--- src/rtl/stopwatch_pkg.sv ---
`default_nettype none
// ============================================================================
//  Package     : stopwatch_pkg
//  Description : Shared FSM state encoding, digit width and BCD helpers for
//                the two-digit stopwatch. Optional lap feature: STOPWATCH_LAP_EN.
//  Revision    : 1.0 - initial release
// ============================================================================
package stopwatch_pkg;

    localparam int DIGIT_W = 4;
    localparam logic [DIGIT_W-1:0] BCD_MAX = 4'd9;

    typedef enum logic [1:0] {
        IDLE = 2'd0,
        RUN  = 2'd1,
        DONE = 2'd2
    } state_t;

    // Out-of-range limit nibbles saturate to the largest BCD digit.
    function automatic logic [DIGIT_W-1:0] clamp_bcd(input logic [DIGIT_W-1:0] d);
        return (d > BCD_MAX) ? BCD_MAX : d;
    endfunction

endpackage
`default_nettype wire

--- src/rtl/two_digit_stopwatch_if.sv ---
`default_nettype none
// ============================================================================
//  Interface   : two_digit_stopwatch_if
//  Description : Control, limit and BCD count signals of the stopwatch.
//                Lap ports exist only when STOPWATCH_LAP_EN is defined.
//  Revision    : 1.0 - initial release
// ============================================================================
interface two_digit_stopwatch_if;
    import stopwatch_pkg::*;

    logic               tick;
    logic               start;
    logic               stop;
    logic               clear;
    logic               configure;
    logic [DIGIT_W-1:0] limit_tens;
    logic [DIGIT_W-1:0] limit_ones;
    logic [DIGIT_W-1:0] tens_count;
    logic [DIGIT_W-1:0] ones_count;
    logic               carryout;
    logic               done;
`ifdef STOPWATCH_LAP_EN
    logic               lap;
    logic [DIGIT_W-1:0] lap_tens;
    logic [DIGIT_W-1:0] lap_ones;

    modport slave (
        input  tick, start, stop, clear, configure, limit_tens, limit_ones, lap,
        output tens_count, ones_count, carryout, done, lap_tens, lap_ones
    );
    modport master (
        output tick, start, stop, clear, configure, limit_tens, limit_ones, lap,
        input  tens_count, ones_count, carryout, done, lap_tens, lap_ones
    );
`else
    modport slave (
        input  tick, start, stop, clear, configure, limit_tens, limit_ones,
        output tens_count, ones_count, carryout, done
    );
    modport master (
        output tick, start, stop, clear, configure, limit_tens, limit_ones,
        input  tens_count, ones_count, carryout, done
    );
`endif

endinterface
`default_nettype wire

--- src/rtl/bcd_digit_counter.sv ---
`default_nettype none
// ============================================================================
//  Module      : bcd_digit_counter
//  Description : Single BCD digit 0..9 with synchronous clear and a
//                combinational carry that feeds the next digit on the left.
//  Revision    : 1.0 - initial release
// ============================================================================
module bcd_digit_counter
    import stopwatch_pkg::*;
(
    input  wire logic               clock,
    input  wire logic               reset,
    input  wire logic               clear,
    input  wire logic               inc,
    output logic      [DIGIT_W-1:0] digit,
    output logic                    carry
);

    logic [DIGIT_W-1:0] r_digit;

    assign carry = inc && (r_digit == BCD_MAX);
    assign digit = r_digit;

    always_ff @(posedge clock or negedge reset) begin
        if (!reset) begin
            r_digit <= '0;
        end else if (clear) begin
            r_digit <= '0;
        end else if (inc) begin
            r_digit <= carry ? '0 : r_digit + DIGIT_W'(1);
        end
    end

endmodule
`default_nettype wire

--- src/rtl/two_digit_stopwatch.sv ---
`default_nettype none
// ============================================================================
//  Module      : two_digit_stopwatch
//  Description : Two-digit BCD up-counting stopwatch with programmable stop
//                limit (00 = free-run with wrap). Optional lap capture is
//                enabled by defining STOPWATCH_LAP_EN.
//  Revision    : 1.0 - initial release
// ============================================================================
module two_digit_stopwatch
    import stopwatch_pkg::*;
#(
    parameter bit TICK_GATED = 1'b1
) (
    input  wire logic            clock,
    input  wire logic            reset,
    two_digit_stopwatch_if.slave bus
);

    state_t             r_state;
    logic [DIGIT_W-1:0] r_limit_tens;
    logic [DIGIT_W-1:0] r_limit_ones;
    logic               r_carryout;
    logic               r_done;

    logic [DIGIT_W-1:0] w_ones;
    logic [DIGIT_W-1:0] w_tens;
    logic [DIGIT_W-1:0] w_next_ones;
    logic [DIGIT_W-1:0] w_next_tens;
    logic               w_ones_carry;
    logic               w_tens_carry;
    logic               w_run_inc;
    logic               w_idle_inc;
    logic               w_inc;
    logic               w_limit_zero;
    logic               w_reach;

    // stop outranks tick, and a tick alongside start is not counted.
    assign w_run_inc = (r_state == RUN) && !bus.stop;

    generate
        if (TICK_GATED) begin : g_tick_gated
            assign w_idle_inc = 1'b0;
        end else begin : g_tick_free
            assign w_idle_inc = (r_state == IDLE) && !bus.stop && !bus.start;
        end
    endgenerate

    assign w_inc = bus.tick && !bus.clear && (w_run_inc || w_idle_inc);

    bcd_digit_counter u_ones (
        .clock (clock),
        .reset (reset),
        .clear (bus.clear),
        .inc   (w_inc),
        .digit (w_ones),
        .carry (w_ones_carry)
    );

    bcd_digit_counter u_tens (
        .clock (clock),
        .reset (reset),
        .clear (bus.clear),
        .inc   (w_ones_carry),
        .digit (w_tens),
        .carry (w_tens_carry)
    );

    // Count value after this cycle's increment, for the limit compare.
    assign w_next_ones  = w_ones_carry ? '0 : w_ones + DIGIT_W'(1);
    assign w_next_tens  = w_tens_carry ? '0 :
                          (w_ones_carry ? w_tens + DIGIT_W'(1) : w_tens);
    assign w_limit_zero = (r_limit_tens == '0) && (r_limit_ones == '0);
    assign w_reach      = !w_limit_zero &&
                          (w_next_tens == r_limit_tens) &&
                          (w_next_ones == r_limit_ones);

    always_ff @(posedge clock or negedge reset) begin
        if (!reset) begin
            r_state      <= IDLE;
            r_limit_tens <= '0;
            r_limit_ones <= '0;
            r_carryout   <= 1'b0;
            r_done       <= 1'b0;
        end else begin
            r_carryout <= w_inc && (w_reach || w_tens_carry);
            if (bus.clear) begin
                r_state <= IDLE;
                r_done  <= 1'b0;
            end else begin
                case (r_state)
                    IDLE: begin
                        if (bus.configure) begin
                            r_limit_tens <= clamp_bcd(bus.limit_tens);
                            r_limit_ones <= clamp_bcd(bus.limit_ones);
                        end
                        if (!bus.stop && bus.start) begin
                            r_state <= RUN;
                        end
                    end
                    RUN: begin
                        if (bus.stop) begin
                            r_state <= IDLE;
                        end else if (w_inc && w_reach) begin
                            r_state <= DONE;
                            r_done  <= 1'b1;
                        end
                    end
                    DONE: begin
                        r_state <= DONE;
                    end
                    default: begin
                        r_state <= IDLE;
                    end
                endcase
            end
        end
    end

    assign bus.tens_count = w_tens;
    assign bus.ones_count = w_ones;
    assign bus.carryout   = r_carryout;
    assign bus.done       = r_done;

`ifdef STOPWATCH_LAP_EN
    logic [DIGIT_W-1:0] r_lap_tens;
    logic [DIGIT_W-1:0] r_lap_ones;

    // Lap snapshots the count held before this edge's increment.
    always_ff @(posedge clock or negedge reset) begin
        if (!reset) begin
            r_lap_tens <= '0;
            r_lap_ones <= '0;
        end else if (bus.clear) begin
            r_lap_tens <= '0;
            r_lap_ones <= '0;
        end else if (bus.lap && ((r_state == RUN) || (r_state == DONE))) begin
            r_lap_tens <= w_tens;
            r_lap_ones <= w_ones;
        end
    end

    assign bus.lap_tens = r_lap_tens;
    assign bus.lap_ones = r_lap_ones;
`endif

endmodule
`default_nettype wire

--- src/flat_wrapper.sv ---
// flat-port wrapper written by rule: the top's interface ports become plain ports
module two_digit_stopwatch_flat import stopwatch_pkg::*;
#(
    parameter bit TICK_GATED = 1'b1
)
  (clock, reset, bus_tick, bus_start, bus_stop, bus_clear, bus_configure, bus_limit_tens, bus_limit_ones, bus_tens_count, bus_ones_count, bus_carryout, bus_done);
  two_digit_stopwatch_if bus_i ();
  input  wire logic clock;
  input  wire logic reset;
  input wire logic [$bits(bus_i.tick)-1:0] bus_tick;
  input wire logic [$bits(bus_i.start)-1:0] bus_start;
  input wire logic [$bits(bus_i.stop)-1:0] bus_stop;
  input wire logic [$bits(bus_i.clear)-1:0] bus_clear;
  input wire logic [$bits(bus_i.configure)-1:0] bus_configure;
  input wire logic [$bits(bus_i.limit_tens)-1:0] bus_limit_tens;
  input wire logic [$bits(bus_i.limit_ones)-1:0] bus_limit_ones;
  output wire logic [$bits(bus_i.tens_count)-1:0] bus_tens_count;
  output wire logic [$bits(bus_i.ones_count)-1:0] bus_ones_count;
  output wire logic [$bits(bus_i.carryout)-1:0] bus_carryout;
  output wire logic [$bits(bus_i.done)-1:0] bus_done;
  assign bus_i.tick = bus_tick;
  assign bus_i.start = bus_start;
  assign bus_i.stop = bus_stop;
  assign bus_i.clear = bus_clear;
  assign bus_i.configure = bus_configure;
  assign bus_i.limit_tens = bus_limit_tens;
  assign bus_i.limit_ones = bus_limit_ones;
  assign bus_tens_count = bus_i.tens_count;
  assign bus_ones_count = bus_i.ones_count;
  assign bus_carryout = bus_i.carryout;
  assign bus_done = bus_i.done;
  two_digit_stopwatch #(.TICK_GATED(TICK_GATED)) u_core (.clock(clock), .reset(reset), .bus(bus_i));
endmodule
--- config.mk ---
export PLATFORM = sky130hd
export DESIGN_NAME = two_digit_stopwatch_flat
export DESIGN_NICKNAME = d
export VERILOG_FILES = /design/src/rtl/stopwatch_pkg.sv /design/src/rtl/two_digit_stopwatch_if.sv /design/src/rtl/bcd_digit_counter.sv /design/src/rtl/two_digit_stopwatch.sv /design/src/flat_wrapper.sv
export SDC_FILE = /design/constraint.sdc
export NUM_CORES = 1
export LEC_CHECK = 0
export CAP_MARGIN = 20
export CORE_UTILIZATION = 50
export CTS_CLUSTER_DIAMETER = 200
export DETAILED_ROUTE_END_ITERATION = 16
export GPL_ROUTABILITY_DRIVEN = 0
export PLACE_DENSITY = 0.78
export SLEW_MARGIN = 20
export SYNTH_ARGS = -nofsm -noshare
export SYNTH_HDL_FRONTEND = slang
export SYNTH_HIERARCHICAL = 1
export SYNTH_SLANG_ARGS = --single-unit
--- constraint.sdc ---
create_clock -name clock -period 3.4 [get_ports clock]
set_input_delay 0.68 -clock clock [delete_from_list [all_inputs] [get_ports clock]]
set_output_delay 0.68 -clock clock [all_outputs]
set_load 0.02 [all_outputs]
==> metrics.txt, run 1 <==
drt total wl approximately 2700 um; Seq. cell area 500 um^2; cells along the critical path clkdlybuf4s50_1 -> nor3_1 -> and3_1 -> inv_1 -> nor2_1 -> buf_4 -> mux2i_1 -> nor2_1 -> xnor2_1 -> nand3_1 -> or4_4 -> o211a_1; FILL cells ~180; Post-Synthesis Cells roughly 130; maximum clock path buffer count 2; drt pass-1 iters 5; Cell Rows 17; largest net degree at the start of global routing 21; Die Ht around 52 um; Initial Util 54.9%; syn_nets 154; CTS H-tree depth 1; Die Wd around 52 um; Area growth syn-to-layout 25.5%; placement-stage worst setup slack between 0.001 and 0.0015 ns; Max Transition Viols Final 0; Via density 5.79; design area about 1600 um^2; TritonCTS Buffers 3; Worst VDD drop about 260 uV; Seq/Total Area, Yosys 40.0%; class of the most critical setup path in2reg; Antenna Nets Post-Route 0; status finished clean; post-cts sizing count 0; Cell Pwr Density between 200 and 300 nW/um^2; # IOs 25; WP data arrival about 3.3 ns; post-placement cell area approximately 1500 um^2; insertion delay to the later sink of the worst-skew pair about 0.30 ns; Setup crit start kind primary input; fin crit share 90.3%; Die ar. 2700 um^2; max cap viols 0; syn_area_per_cell between 9 and 10 um^2; post-route minimum period 3.07 ns; # setup viols final 0; clk sinks 20; Hold WC Path Type reg2reg; Worst-path clk slew approximately 0.11 ns; post-CTS setup buffers 0; WL per Instance 14.1 um; Synth Register Bits 20; Syn Std Cell Area between 1000 and 1500 um^2; Final Hold Vio Count 0; initial drt markers 23; DP Wirelength 1980 um; setup repair after global routing missed its margin false; TritonCTS clock tree done; # diodes 0; final worst slack 0.329 ns; fmax ~0.33 GHz; Syn. warnings 6; TNS Setup 0 ns; Rel. slew slack 41.0%; vias between 1,000 and 1,500; Port Buf Inserts 24; Leak between 0.6 and 0.7 nW; Worst path max stage delay about 0.54 ns; Worst-Margin Slew 0.883 ns; footprint of the multi-input gates 699 um^2; grt ovf 0; clock skew 0.00121 ns; nets@finish around 190; Slowest-stage cell, CP or4_4; Data required, critical path ~3.6 ns; core area approximately 2300 um^2; DRC violation count after routing 0; CTS Hold Buffers Added 0; CP Max Fanout 15; Root Driver clkbuf_4; Total Routing Usage GR 23.5%; number of global-route vias before repair approximately 1,100; count of cell types in the netlist 34; Final Core Density approximately 69%; initial antenna violation count 0; Worst path most repeated cell nor2_1; share of cells above drive strength 1 9.88%; crit end category flip-flop; first-pass GRT wire length between 4000 and 5000 um
## metal layers
metal  part of all wire (%)  track usage (%)  up-vias
li1                       -                -      537
met2                     52             41.2       34
met4                    2.2             10.8        0
met5                      0                0        -
met1                     42             28.2      524
met3                    3.5             2.92        6
## logic make-up (layout without fill, tap and decap cells)
family	count (synthesis)	in the layout	share of synthesized area (%)
adders and majority gates	6	6	6.01
buffers and inverters	13	42	4.50
muxes	4	4	3.50
AOI/OAI and AO/OA	36	36	18.0
and+or+nand+nor	46	46	22.3
DFF	20	20	40.0
xor gates and xnor gates	8	8	5.61
## power by group
| part | switching, mW | internal (mW) | leakage, nW |
|---|---|---|---|
| combinational | 0.0285 | 0.0407 | 0.356 |
| sequential | 0.0157 | 0.253 | 0.264 |
| clock | 0.0697 | 0.0413 | 0.0138 |
## worst paths after layout
kind                                                     from                                  to  slack [ns]  cells past startpoint
setup reg to reg           u_core/u_ones/digit[0]$_DFFE_PN0P_       u_core/r_state[0]$_DFFE_PN0P_        0.67                     10
max in group asynchronous                               reset  u_core/r_limit_tens[2]$_DFFE_PN0P_        1.99                      1
hold / removal                    u_core/bus.done$_DFFE_PN0P_         u_core/bus.done$_DFFE_PN0P_        0.56                      2
min in group asynchronous                               reset  u_core/u_ones/digit[0]$_DFFE_PN0P_        0.87                      1
hold reg to reg                   u_core/bus.done$_DFFE_PN0P_         u_core/bus.done$_DFFE_PN0P_        0.56                      2
setup / recovery                                    bus_clear       u_core/r_state[0]$_DFFE_PN0P_        0.33                     12
## sequential cells by signal, indices dropped and copies added (netlist names)
name / count
u_core/bus.carryout: 1
u_core/r_limit_tens: 4
u_core/u_tens/digit: 4
u_core/u_ones/digit: 4
u_core/r_limit_ones: 4
u_core/r_state: 2
u_core/bus.done: 1
## metrics by stage
stage                     cells  power, mW  hold WS [ns]
final                       190      0.448         0.556
after global routing        190      0.472         0.587
after CTS                   190      0.454         0.556
after detailed placement    187      0.343         0.538
after global placement      187      0.340         0.531
after floorplan             133      0.306         0.384
## cells in the mapped netlist
master    count  area share (%)
a211o_1       2             1.4
a21bo_2       1            0.80
a21boi_0      2             1.2
a21oi_1       9             3.6
a21oi_2       2             1.4
a31oi_1       1            0.50
and3_1        1            0.50
and4b_1       3             2.4
buf_6         1            0.90
clkbuf_1      1            0.30
dfrtp_1      20              40
ha_1          6             6.0
inv_1        11             3.3
mux2_2        3             2.7
mux2i_1       1            0.80
nand2_1      15             4.5
nand2b_1      1            0.50
nand3_1       3             1.2
nand3b_1     11             6.6
nand4_4       1             1.7
nor2_1        5             1.5
nor3_1        2            0.80
nor4_1        1            0.50
nor4b_1       1            0.70
o211a_1       1            0.80
o21ai_0       9             3.6
o21ai_1       5             2.0
o22a_1        2             1.4
o31ai_1       1            0.60
o32ai_1       1            0.70
or3_1         1            0.50
or4_4         1            0.90
xnor2_1       6             4.2
xor2_1        2             1.4
## area by class of cell
type	count	area share (%)
Multi-Input combinational cell	100	44.6
Clock buffer	3	1.44
Sequential cell	20	31.9
Timing Repair Buffer	28	17.2
Tap cell	28	2.23
Inverter	11	2.63
## layout by cell type, fill, tap and decap left out
cell | synthesis | final
o32ai_1 | 1 | 1
a21oi_2 | 2 | 2
clkdlybuf4s50_1 | 0 | 24
nor2_1 | 5 | 5
nand3b_1 | 11 | 11
clkbuf_4 | 0 | 3
and3_1 | 1 | 1
o21ai_1 | 5 | 5
o21ai_0 | 9 | 9
nor4_1 | 1 | 1
mux2i_1 | 1 | 1
o22a_1 | 2 | 2
o31ai_1 | 1 | 1
o211a_1 | 1 | 1
a31oi_1 | 1 | 1
buf_4 | 0 | 4
nor4b_2 | 0 | 1
a21oi_1 | 9 | 9
or4_4 | 1 | 1
nor3_1 | 2 | 2
xnor2_1 | 6 | 6
xor2_1 | 2 | 2
and4b_1 | 3 | 3
dfrtp_1 | 20 | 20
nand4_4 | 1 | 1
nand2b_1 | 1 | 1
nand3_1 | 3 | 3
a21bo_2 | 1 | 1
ha_1 | 6 | 6
a21boi_0 | 2 | 2
nand2_1 | 15 | 15
inv_1 | 11 | 11
or3_1 | 1 | 1
a211o_1 | 2 | 2
mux2_2 | 3 | 3
## critical path: cells and delay by family
| family | cells | cell delay, ns |
|---|---|---|
| XOR/XNOR | 1 | 0.17 |
| multiplexers | 1 | 0.24 |
| AND/OR/NAND/NOR | 6 | 1.30 |
| buffers and inverters | 3 | 0.75 |
| AO/OA/AOI/OAI | 1 | 0.13 |
Note: power is estimated with default switching activity, not from simulation.
==> run 2, diff against run 1 <==
- CORE_UTILIZATION: 50 -> 53
- CTS_BUF_LIST: unset -> sky130_fd_sc_hd__clkbuf_8
- GPL_TIMING_DRIVEN: unset -> 0
- PLACE_DENSITY: 0.78 -> 0.82
==> run 2 against run 1 <==
Net effect:
- sequential power increased by 1%
- first-iteration DRC count increased by 35%
- via count increased by 0.54%
- largest power group unchanged
- highest routed layer unchanged
==> metrics.txt, run 2 (synthesis gave the netlist of run 1 again) <==
Setup crit start kind primary input (unchanged); drt total wl 2890 um (was 2690 um); Root Driver clkbuf_8 (was clkbuf_4); # IOs 25 (unchanged); Leak 0.642 nW (was 0.633 nW); Final Hold Vio Count 0 (unchanged); class of the most critical setup path in2reg (unchanged); TritonCTS Buffers 3 (unchanged); Worst-path clk slew 0.08 ns (was 0.11 ns); Port Buf Inserts 24 (unchanged); core area 2210 um^2 (was 2280 um^2); Sw Share 22.3% (was 25.4%); Rel. slew slack 38.0% (was 41.0%); Slowest-stage cell, CP or4_4 (unchanged); DP Wirelength 2020 um (was 1980 um); worst hold endpoint u_core/bus.done$_DFFE_PN0P_ (unchanged); nets@finish 183 (was 185); fmax 0.308 GHz (was 0.326 GHz); Flop pwr share 47.1% (was 59.8%); worst hold path depth 2 (unchanged); setup repair after global routing missed its margin false (unchanged); drt pass-1 iters 4 (was 5); Antenna Nets Post-Route 0 (unchanged); Hold WC Path Type reg2reg (unchanged); final worst slack 0.155 ns (was 0.329 ns); fin crit share 95.4% (was 90.3%); Die Wd 50.6 um (was 52 um); combinational power share 12.0% (was 15.4%); Initial Util 56.5% (was 54.9%); DRC violation count after routing 0 (unchanged); share of cells above drive strength 1 10.6% (was 9.88%); largest net degree at the start of global routing 21 (unchanged); Via density 5.86 (was 5.79); CTS H-tree depth 1 (unchanged); Cell Pwr Density 358 nW/um^2 (was 286 nW/um^2); Worst path most repeated cell inv_1 (was nor2_1); status finished clean (unchanged); maximum clock path buffer count 2 (unchanged); FF-to-FF setup slack 0.64 ns (was 0.67 ns); Cell Rows 17 (unchanged); Die ar. 2560 um^2 (was 2700 um^2); Pint 0.448 mW (was 0.334 mW); most frequent cells in the layout 23 x clkdlybuf4s50_1, 20 x dfrtp_1, 15 x nand2_1, 11 x inv_1, 11 x nand3b_1 (was 24 x clkdlybuf4s50_1, 20 x dfrtp_1, 15 x nand2_1, 11 x inv_1, 11 x nand3b_1); initial antenna violation count 0 (unchanged); Clk pwr share 40.9% (was 24.8%); Area growth syn-to-layout 28.9% (was 25.5%); # setup viols final 0 (unchanged); post-route minimum period 3.24 ns (was 3.07 ns); Data required, critical path 3.55 ns (was 3.60 ns); Worst path max stage delay 0.55 ns (was 0.54 ns); Tot Pwr 0.577 mW (was 0.448 mW); Net Sw Power 0.128 mW (was 0.114 mW); max cap viols 0 (unchanged); initial drt markers 31 (was 23); TritonCTS clock tree done (unchanged); grt ovf 0 (unchanged); r2r startpoint u_core/r_state[1]$_DFFE_PN0P_ (was u_core/u_ones/digit[0]$_DFFE_PN0P_); number of global-route vias before repair 1,090 (was 1,057); placement-stage worst setup slack -0.770 ns (was 0.00118 ns); post-CTS setup buffers 0 (unchanged); # diodes 0 (unchanged); clock skew 0.00651 ns (was 0.00121 ns); Max Transition Viols Final 0 (unchanged); clk sinks 20 (unchanged); Worst-Margin Slew 0.927 ns (was 0.883 ns); CP Max Fanout 12 (was 15); WP data arrival 3.40 ns (was 3.27 ns); Worst VDD drop 397 uV (was 262 uV); cells along the critical path dlygate4sd2_1 -> nor3_2 -> and3_2 -> inv_1 -> nor2_4 -> inv_1 -> nor2_2 -> nor2_1 -> xnor2_1 -> nand3_1 -> or4_4 -> o211a_1 (was clkdlybuf4s50_1 -> nor3_1 -> and3_1 -> inv_1 -> nor2_1 -> buf_4 -> mux2i_1 -> nor2_1 -> xnor2_1 -> nand3_1 -> or4_4 -> o211a_1); hold path start u_core/bus.done$_DFFE_PN0P_ (unchanged); WL per Instance 15.3 um (was 14.1 um); worst r2r dst u_core/r_state[0]$_DFFE_PN0P_ (unchanged); crit end category flip-flop (unchanged); vias 1,107 (was 1,101); insertion delay to the later sink of the worst-skew pair 0.26 ns (was 0.30 ns); commonest non-fill, non-tap cell in the layout clkdlybuf4s50_1 (unchanged); first-pass GRT wire length 4790 um (was 4580 um); R2R depth 11 (was 10); Total Routing Usage GR 25.5% (was 23.5%); Die Ht 50.6 um (was 52 um)
==> run 2: cell types whose count changed in the layout (fill, tap and decap cells not counted), sizes merged <==
cell | before | now
dlygate4sd2 | 0 | 1
buf | 4 | 1
clkbuf | 3 | 4
bufinv | 0 | 1
clkdlybuf4s50 | 24 | 23
==> run 2: timing repair <==
action | in CTS | in global routing
hold buffers | 0 | 0
endpoints found under the setup margin | 4 | 4
resized for setup | 4 | 2
==> run 2: metrics by stage <==
step                      util, %  instance area (um^2)  setup TNS (ns)  std cells  hold WS, ns
final                        72.9                  1610               0        189        0.531
after global placement       68.9                  1530           -2.38        185        0.500
after detailed placement     68.9                  1530           -2.82        185        0.518
after CTS                    72.4                  1600               0        189        0.532
after floorplan                 -                  1250               0        133        0.384
after global routing         72.9                  1610               0        189        0.560
==> run 2: worst max-delay path by stage <==
stage	from	to	slack [ns]	depth (start not counted)
after global placement	bus_clear	u_core/r_state[0]$_DFFE_PN0P_	-0.66	12
final	bus_clear	u_core/r_state[0]$_DFFE_PN0P_	0.16	12
after global routing	bus_clear	u_core/r_state[0]$_DFFE_PN0P_	0.04	12
after floorplan	bus_clear	u_core/r_state[0]$_DFFE_PN0P_	0.44	11
after CTS	bus_clear	u_core/r_state[0]$_DFFE_PN0P_	0.08	12
after detailed placement	bus_clear	u_core/r_state[0]$_DFFE_PN0P_	-0.77	12
==> run 2: metal layers <==
layer | up-vias | wire, um | global-route usage [%]
li1 | 533 | - | -
met1 | 527 | 1270 | 31.3
met2 | 43 | 1460 | 44.2
met3 | 4 | 128 | 3.64
met4 | 0 | 25 | 11.1
met5 | - | 0 | 0
==> run 2: layout make-up <==
class | instances | area (um^2)
Sequential cell | 20 | 500
Clock inverter | 1 | 30.0
Timing Repair Buffer | 24 | 239
Clock buffer | 3 | 41.3
Buffer | 2 | 15.0
Fill cell | 161 | 601
Multi-Input combinational cell | 100 | 709
Inverter | 11 | 41.3
Tap cell | 28 | 35.0
==> run 2: worst max-delay path, delay by kind of cell <==
kind            cells  cell delay, ns
xor+xnor            1            0.16
compound gates      1            0.14
simple gates        7            1.78
buf+inv             3            0.63
==> run 2: power groups by stage <==
stage,logic (mW),registers [mW],clock network (mW)
after global routing,0.0760,0.273,0.251
after floorplan,0.0367,0.269,0
after detailed placement,0.0682,0.275,0
final,0.0691,0.272,0.236
after global placement,0.0644,0.273,0
after CTS,0.0689,0.270,0.241
